===== config.mk =====
export PLATFORM = sky130hd
export DESIGN_NAME = fetch_stage
export DESIGN_NICKNAME = d
export VERILOG_FILES = /design/src/rtl/fetch_stage.sv
export SDC_FILE = /design/constraint.sdc
export NUM_CORES = 1
export LEC_CHECK = 0
export CAP_MARGIN = 0
export CORE_MARGIN = 8
export CORE_UTILIZATION = 57
export CTS_CLUSTER_SIZE = 10
export DETAILED_ROUTE_END_ITERATION = 7
export PLACE_DENSITY = 0.95
export SETUP_SLACK_MARGIN = 0.4
export SLEW_MARGIN = 20
export SYNTH_ARGS = -nofsm -noshare
export SYNTH_HDL_FRONTEND = slang
export SYNTH_SLANG_ARGS = --single-unit

===== constraint.sdc =====
create_clock -name clk -period 4.4 [get_ports clk]
set_input_delay 0.88 -clock clk [delete_from_list [all_inputs] [get_ports clk]]
set_output_delay 0.88 -clock clk [all_outputs]
set_load 0.1 [all_outputs]

===== src/rtl/fetch_stage.sv =====
// rtl/fetch_stage.sv - instruction fetch stage with IF/ID pipeline register
//
// Purpose: holds the PC, issues word requests to instruction memory over a
// req/ready handshake, captures returned words into the IF/ID register and
// presents the opcode field to the control unit. Handles stall, branch
// redirect, bubble insertion and discard of in-flight responses.
//
// Ports:
//   clk, rst_n     clock, asynchronous active-low reset
//   stall          downstream hazard stall (freezes PC and IF/ID)
//   branch_taken   one-cycle redirect pulse, branch_target sampled with it
//   imem_req/addr  request to instruction memory (addr = pc in all states)
//   imem_rdata     returned word, valid with imem_ready
//   imem_ready     memory accepts request and returns data this cycle
//   if_id_instr    registered instruction
//   if_id_pc4      registered PC+4 of that instruction
//   if_id_valid    IF/ID holds a real instruction
//   opcode         if_id_instr[31:26]

module fetch_stage #(
    parameter logic [31:0] RESET_PC = 32'h0000_0000,
    parameter int          ADDR_W   = 32
) (
    input  logic              clk,
    input  logic              rst_n,
    input  logic              stall,
    input  logic              branch_taken,
    input  logic [ADDR_W-1:0] branch_target,
    output logic              imem_req,
    output logic [ADDR_W-1:0] imem_addr,
    input  logic [31:0]       imem_rdata,
    input  logic              imem_ready,
    output logic [31:0]       if_id_instr,
    output logic [ADDR_W-1:0] if_id_pc4,
    output logic              if_id_valid,
    output logic [5:0]        opcode
);

    typedef enum logic [1:0] {
        BOOT  = 2'd0,
        FETCH = 2'd1,
        HOLD  = 2'd2,
        DRAIN = 2'd3
    } state_t;

    state_t            state_q, state_d;
    logic [ADDR_W-1:0] pc_q, pc_d;
    logic [ADDR_W-1:0] redirect_pc_q, redirect_pc_d;
    logic [31:0]       skid_instr_q, skid_instr_d;
    logic [ADDR_W-1:0] skid_pc4_q, skid_pc4_d;
    logic [31:0]       if_instr_q, if_instr_d;
    logic [ADDR_W-1:0] if_pc4_q, if_pc4_d;
    logic              if_valid_q, if_valid_d;
    logic [ADDR_W-1:0] pc_plus4;

    // Modulo 2^ADDR_W: the carry out of the top bit is simply dropped.
    assign pc_plus4 = pc_q + ADDR_W'(4);

    always_ff @(posedge clk or negedge rst_n) begin
        if (!rst_n) begin
            state_q       <= BOOT;
            pc_q          <= RESET_PC[ADDR_W-1:0];
            redirect_pc_q <= '0;
            skid_instr_q  <= '0;
            skid_pc4_q    <= '0;
            if_instr_q    <= '0;
            if_pc4_q      <= '0;
            if_valid_q    <= 1'b0;
        end else begin
            state_q       <= state_d;
            pc_q          <= pc_d;
            redirect_pc_q <= redirect_pc_d;
            skid_instr_q  <= skid_instr_d;
            skid_pc4_q    <= skid_pc4_d;
            if_instr_q    <= if_instr_d;
            if_pc4_q      <= if_pc4_d;
            if_valid_q    <= if_valid_d;
        end
    end

    always_comb begin
        state_d       = state_q;
        pc_d          = pc_q;
        redirect_pc_d = redirect_pc_q;
        skid_instr_d  = skid_instr_q;
        skid_pc4_d    = skid_pc4_q;
        if_instr_d    = if_instr_q;
        if_pc4_d      = if_pc4_q;
        if_valid_d    = if_valid_q;
        imem_req      = 1'b0;

        unique case (state_q)
            BOOT: begin
                state_d = FETCH;
            end

            FETCH: begin
                imem_req = 1'b1;
                if (branch_taken) begin
                    if_instr_d = '0;
                    if_valid_d = 1'b0;
                    if (imem_ready) begin
                        pc_d = branch_target;
                    end else begin
                        // Old request must still complete; its data is dropped in DRAIN.
                        redirect_pc_d = branch_target;
                        state_d       = DRAIN;
                    end
                end else if (imem_ready) begin
                    pc_d = pc_plus4;
                    if (!stall) begin
                        if_instr_d = imem_rdata;
                        if_pc4_d   = pc_plus4;
                        if_valid_d = 1'b1;
                    end else begin
                        // Word already accepted by memory; park it until the stall lifts.
                        skid_instr_d = imem_rdata;
                        skid_pc4_d   = pc_plus4;
                        state_d      = HOLD;
                    end
                end else if (!stall) begin
                    if_instr_d = '0;
                    if_valid_d = 1'b0;
                end
            end

            HOLD: begin
                if (branch_taken) begin
                    pc_d         = branch_target;
                    skid_instr_d = '0;
                    skid_pc4_d   = '0;
                    if_instr_d   = '0;
                    if_valid_d   = 1'b0;
                    state_d      = FETCH;
                end else if (!stall) begin
                    if_instr_d = skid_instr_q;
                    if_pc4_d   = skid_pc4_q;
                    if_valid_d = 1'b1;
                    state_d    = FETCH;
                end
            end

            DRAIN: begin
                imem_req   = 1'b1;
                if_instr_d = '0;
                if_valid_d = 1'b0;
                if (imem_ready) begin
                    pc_d    = branch_taken ? branch_target : redirect_pc_q;
                    state_d = FETCH;
                end else if (branch_taken) begin
                    redirect_pc_d = branch_target;
                end
            end

            default: begin
                state_d = BOOT;
            end
        endcase
    end

    assign imem_addr   = pc_q;
    assign if_id_instr = if_instr_q;
    assign if_id_pc4   = if_pc4_q;
    assign if_id_valid = if_valid_q;
    assign opcode      = if_instr_q[31:26];

endmodule


==> impl_metrics.tcl, run 1 <==
set metrics [dict create \
    status "finished with violations" \
    violations "DRC" \
    holdPathEnd "skid_pc4_q[24]" \
    yosysWarnings 0 \
    synth_top_family_by_area "compound AO/OA/AOI/OAI gates" \
    dominantRegCellSynth "dfrtp_1" \
    dr.pass1.iters 8 \
    drv_slew 0 \
    core_sq_mm 0.01583 \
    grt_max_degree 94 \
    cts_resized 0 \
    htree_levels 4 \
    fin_ws_ns 1.236 \
    synth_seq_cells 195 \
    fillCellCount 1015 \
    area_delta_synth_final_pct 26.50 \
    ctsHoldBuffers 0 \
    synth_cell_types 57 \
    path_max_fanout 11 \
    cpLargestDelayFamily "buffers and inverters" \
    r2r-end "if_id_instr[21]" \
    layout-drive-gt1-share_pct 10.22 \
    synthTopCellsByArea "dfrtp_1 53%, a22o_1 5.7%, a21oi_1 4.1%, mux2_2 4.0%, o21ai_0 3.7%" \
    start_kind "register" \
    tightestPinTransition_ns 1.050 \
    synthArstFlopShare_pct 100.0 \
    power_density_mw_per_mm2 612.0 \
    synth_fa_ha_area_share_pct 0.2444 \
    diodes 0 \
    synth_area_sq_mm 0.009216 \
    postCtsSetupBuffers 0 \
    ios 173 \
    slew_headroom_pct 29.78 \
    grtUsageTotal_pct 27.75 \
    finClkSkew_ns 0.01409 \
    numCtsBuffers 17 \
    crit_chain "clkdlybuf4s50_1" \
    synthCells 904 \
    clk_pin_slew_ns 0.07 \
    initial_core_util_pct 58.23 \
    clkPwrFrac_pct 21.9 \
    critPathSlowestCell "clkdlybuf4s50_1" \
    switching_share_pct 47.33 \
    gp_congestion 0.8764 \
    max_freq_mhz 316.0 \
    cts_buffer_depth 2 \
    syn_nets 974 \
    die_area_sq_mm 0.02049 \
    path_buf_inv 1 \
    yosysMostFrequentCell "dfrtp_1" \
    comb_power_share_pct 41.9 \
    cts-root-buf "clkbuf_16" \
    worst_ep_required_time_ns 3.52 \
    setup_viol 0 \
    critPathKind "register to output port" \
    r2r_start "state_q[0]" \
    vias 8268 \
    remaining_drc_errors 18 \
    cts_tree "done" \
    synth_mux_area_share_pct 4.792 \
    yosysSeqAreaShare_pct 52.95 \
    fin_tns_setup_ns 0 \
    hpwl_mm 18.46 \
    syn_avg_cell_area_sq_um 10.20 \
    final_hold_viol_count 0 \
    synth-compound-area-share_pct 23.16 \
    rsz0062_at_grt "no" \
    drt-total-wl_mm 27.91 \
    die_y_um 143.2 \
    grt_antenna_before_repair 0 \
    cellLeakagePower_uw 0.005007 \
    via_per_inst 6.546 \
    final_util_pct 73.66 \
    final_nets 1104 \
    ant_nets 0 \
    grt.overflow.total 0 \
    rrSetupSlack_ns 1.69 \
    p_switching_uw 3377 \
    holdPathStages 2 \
    yosysTopAreaCellShare_pct 52.95 \
    synth-edff-count 0 \
    grt_pass1_vias 8185 \
    hold_class "register to register" \
    synthTopCellsByCount "195 x dfrtp_1, 76 x a21oi_1, 76 x nor2_1" \
    pre_cts_ws_ns 1.295 \
    seqPwrFrac_pct 36.2 \
    max_stage_delay_ns 1.24 \
    num_rows 46 \
    cts_sinks 195 \
    synth_xor_area_share_pct 2.566 \
    yosys.area_share.simple_pct 11.88 \
    drt_iter0_drc 1092 \
    worst_r2r_path_depth 7 \
    die_x_um 143.2 \
    wl_per_cell_um 22.10 \
    worstHoldStart "skid_pc4_q[24]" \
    fin_crit_sh_pct 71.92 \
    grt_pass1_wl_mm 44.62 \
    setup.worst_path.end_class "output port" \
    portBuffers 172 \
    vdd_drop_max_uv 362.4 \
    synth_largest_area_cell "dfrtp_1" \
    intPower_uw 3758 \
    min_period_ns 3.164 \
    drv_cap 0 \
    clock_latency_ns 0.45 \
    critPathArrivalTime_ns 2.28 \
]
==> cell usage in the layout (no fill, tap or decap), drive strengths merged, types with 3 or more instances in the layout <==
cell           synthesis  routed
and3                  17      17
a222oi                 6       6
inv                   10      20
o31a                   6       6
nand3                 21      21
a22o                  60      60
nand4                  9       9
xor2                   8       8
clkinv                 2       7
buf                   33      22
o31ai                  4       4
o21a                   3       3
a211oi                 3       3
mux2                  33      33
o22ai                 17      17
a21o                   6       6
nor2b                  4       4
dfrtp                195     195
nor3                  10      10
o21ai                 73      73
xnor2                 19      19
or4                    3       3
a31oi                  7       7
nand2                 66      66
clkbuf                50      18
mux2i                  7       7
a21oi                 77      77
o2bb2ai                7       7
nor2                  76      76
clkdlybuf4s50          0     171
nor4                   8       8
a22oi                 44      44
==> worst max-delay path by stage <==
stage | startpoint | end | cells after the start
after floorplan | imem_addr[2] | imem_addr[16] | 6
final | imem_addr[13] | imem_addr[13] | 1
after detailed placement | branch_taken | imem_addr[24] | 7
after CTS | imem_addr[13] | imem_addr[13] | 1
after global placement | branch_taken | imem_addr[4] | 6
after global routing | imem_addr[13] | imem_addr[13] | 1
==> cell families (layout without fill, tap and decap cells) <==
family                     Yosys count  after routing
AOI/OAI and AO/OA                  322            322
xor gates and xnor gates            27             27
adders and majority gates            2              2
buffers and inverters               95            238
DFF                                195            195
muxes                               40             40
and+or+nand+nor                    223            223
==> power by group through the flow <==
| stage | Sequential (uW) | Combinational, uW | Clock [uW] |
|---|---|---|---|
| after floorplan | 3960 | 748 | 0 |
| after global placement | 2550 | 2910 | 0 |
| after detailed placement | 2580 | 2970 | 0 |
| after CTS | 2560 | 2990 | 1570 |
| after global routing | 2620 | 3110 | 1640 |
| final | 2580 | 2990 | 1560 |
==> registers in the layout, indices dropped and copies added, names as in the netlist <==
name / count
if_id_instr: 32
if_id_pc4: 32
if_id_valid: 1
imem_addr: 32
redirect_pc_q: 32
skid_instr_q: 32
skid_pc4_q: 32
state_q: 2
==> metrics by stage <==
step | hold WS, ns | std cells | instance area [sq um] | total power [uW]
after floorplan | 0.4407 | 904 | 9216 | 4710
after global placement | 0.4533 | 1231 | 11060 | 5467
after detailed placement | 0.4631 | 1231 | 11060 | 5551
after CTS | 0.4797 | 1263 | 11660 | 7126
after global routing | 0.5034 | 1263 | 11660 | 7373
final | 0.4777 | 1263 | 11660 | 7135
==> per-layer routing <==
layer	part of all wire, %	vias up	track usage (%)
met4	3.9	0	12.75
li1	-	3581	-
met2	48	554	43.54
met3	10	95	5.843
met1	38	4038	36.26
met5	0	-	0
==> layout make-up <==
| class | count | area [sq um] | share of cell area [%] |
|---|---|---|---|
| Clock buffer | 17 | 425.4 | 3.649 |
| Clock inverter | 15 | 171.4 | 1.470 |
| Inverter | 12 | 45.04 | 0.3863 |
| Multi-Input combinational cell | 614 | 3951 | 33.89 |
| Sequential cell | 195 | 4880 | 41.85 |
| Tap cell | 216 | 270.3 | 2.318 |
| Timing Repair Buffer | 194 | 1916 | 16.43 |
Note: power is estimated with default switching activity, not from simulation.
==> run 2: changes to the inputs <==
- CORE_UTILIZATION: 57 -> 53
- PLACE_DENSITY: 0.95 -> 0.9
- clock period: 4.4 -> 3.2 ns (I/O delays scaled with it)
==> impl_metrics.tcl, run 2 (synthesis results as in run 1) <==
set metrics [dict create \
    clock_latency_ns 0.44 \
    cts_buffer_depth 2 \
    intPower_uw 5078 \
    tightestPinTransition_ns 0.8581 \
    drv_slew 0 \
    cts_resized 0 \
    vias 8083 \
    wl_per_cell_um 20.75 \
    design_area_sq_mm 0.01150 \
    rsz0062_at_grt "no" \
    ios 173 \
    dr.pass1.iters 5 \
    dpl_cell_area_sq_mm 0.01089 \
    grt_max_degree 70 \
    finClkSkew_ns 0.01306 \
    vdd_drop_max_uv 490.3 \
    portBuffers 172 \
    drt-total-wl_mm 26.58 \
    fin_tns_setup_ns 0 \
    grt_antenna_before_repair 0 \
    final_common_cell "dfrtp_1" \
    die_area_sq_mm 0.02187 \
    critPathKind "register to register" \
    pre_cts_ws_ns 0.2968 \
    start_kind "register" \
    final_nets 1113 \
    grt_pass1_wl_mm 41.70 \
    status "finished clean" \
    seqPwrFrac_pct 36.4 \
    switching_share_pct 47.51 \
    cellLeakagePower_uw 0.005197 \
    via_per_inst 6.310 \
    ctsHoldBuffers 0 \
    slew_headroom_pct 42.54 \
    ant_nets 0 \
    cts-root-buf "clkbuf_16" \
    htree_levels 4 \
    grtUsageTotal_pct 23.70 \
    drt_iter0_drc 1033 \
    hold_class "input pin to asynchronous set/reset pin" \
    gp_congestion 0.8886 \
    path_max_fanout 8 \
    grt.overflow.total 0 \
    max_freq_mhz 373.5 \
    postCtsSetupBuffers 0 \
    p_switching_uw 4596 \
    worst_ep_required_time_ns 3.49 \
    numCtsBuffers 17 \
    critPathArrivalTime_ns 2.96 \
    grt_util_met2_pct 36.67 \
    cts_sinks 195 \
    diodes 0 \
    layout_common_cells "195 x dfrtp_1, 132 x buf_4, 75 x nor2_1, 75 x a21oi_1, 69 x o21ai_0" \
    final_hold_viol_count 0 \
    top_usage_layer "met2" \
    setup_viol 0 \
    hpwl_mm 18.22 \
    die_x_um 147.9 \
    grt_pass1_vias 7764 \
    clk_pin_slew_ns 0.08 \
    cts_tree "done" \
    clkPwrFrac_pct 22.2 \
    power_density_mw_per_mm2 841.2 \
    setup.worst_path.end_class "register" \
    area_delta_synth_final_pct 24.78 \
    drv_cap 0 \
    layout-drive-gt1-share_pct 20.83 \
    die_y_um 147.9 \
    fin_crit_sh_pct 83.66 \
    met3_usage_pct 5.870 \
    remaining_drc_errors 0 \
    final_util_pct 66.95 \
    core_sq_mm 0.01718 \
    fin_ws_ns 0.5227 \
    min_period_ns 2.677 \
    comb_power_share_pct 41.4 \
    num_rows 48 \
    initial_core_util_pct 53.66 \
    met1_usage_pct 32.03 \
]
run 2: cell count changes in the layout (fill, tap and decap cells not counted), sizes merged:
cell	previous run	this run
clkdlybuf4s50	171	67
clkinv	7	10
buf	22	135
inv	20	17
run 2: per-layer routing:
metal,up-vias,share of wire [%]
li1,3593,-
met5,-,0
met2,451,48
met1,3987,41
met4,0,2.0
met3,52,9.0
run 2: worst paths after layout:
check | start | endpoint | slack (ns) | depth (start not counted)
worst min-delay path | rst_n | redirect_pc_q[21] | 0.19 | 1
max in group asynchronous | rst_n | if_id_instr[19] | 2.21 | 2
worst min register to register | skid_pc4_q[11] | skid_pc4_q[11] | 0.48 | 2
worst max register to register | imem_addr[2] | if_id_pc4[26] | 0.52 | 6
worst max-delay path | imem_addr[2] | if_id_pc4[26] | 0.52 | 6
min in group clk | skid_pc4_q[11] | skid_pc4_q[11] | 0.48 | 2
run 2: final cells by class:
| class | count | area (sq um) |
|---|---|---|
| Timing Repair Buffer | 203 | 1735 |
| Sequential cell | 195 | 4880 |
| Clock inverter | 15 | 181.4 |
| Multi-Input combinational cell | 614 | 3951 |
| Fill cell | 1259 | 5677 |
| Inverter | 12 | 45.04 |
| Tap cell | 225 | 281.5 |
| Clock buffer | 17 | 425.4 |
run 2: critical path: stages (launching register included):
cell,delay [ns]
dfrtp_1,0.56
ha_1,0.34
nand2_1,0.12
nor4_2,0.68
nand4_1,0.26
xnor2_1,0.37
o22ai_1,0.19
run 2: metrics by stage:
step	std cells	total power [uW]	hold slack, ns
3_3_place_gp	1249	7435	0.4524
2_1_floorplan	904	6477	0.3444
4_1_cts	1281	9694	0.2041
5_1_grt	1281	10020	0.2287
6_report	1281	9673	0.1919
3_5_place_dp	1249	7532	0.4618
run 2: power groups by stage:
stage | Sequential (uW) | Clock, uW | Combinational (uW)
floorplan | 5450 | 0 | 1030
global placement | 3510 | 0 | 3920
detailed placement | 3540 | 0 | 3990
CTS | 3510 | 2170 | 4020
global route | 3580 | 2270 | 4170
finish | 3520 | 2140 | 4010
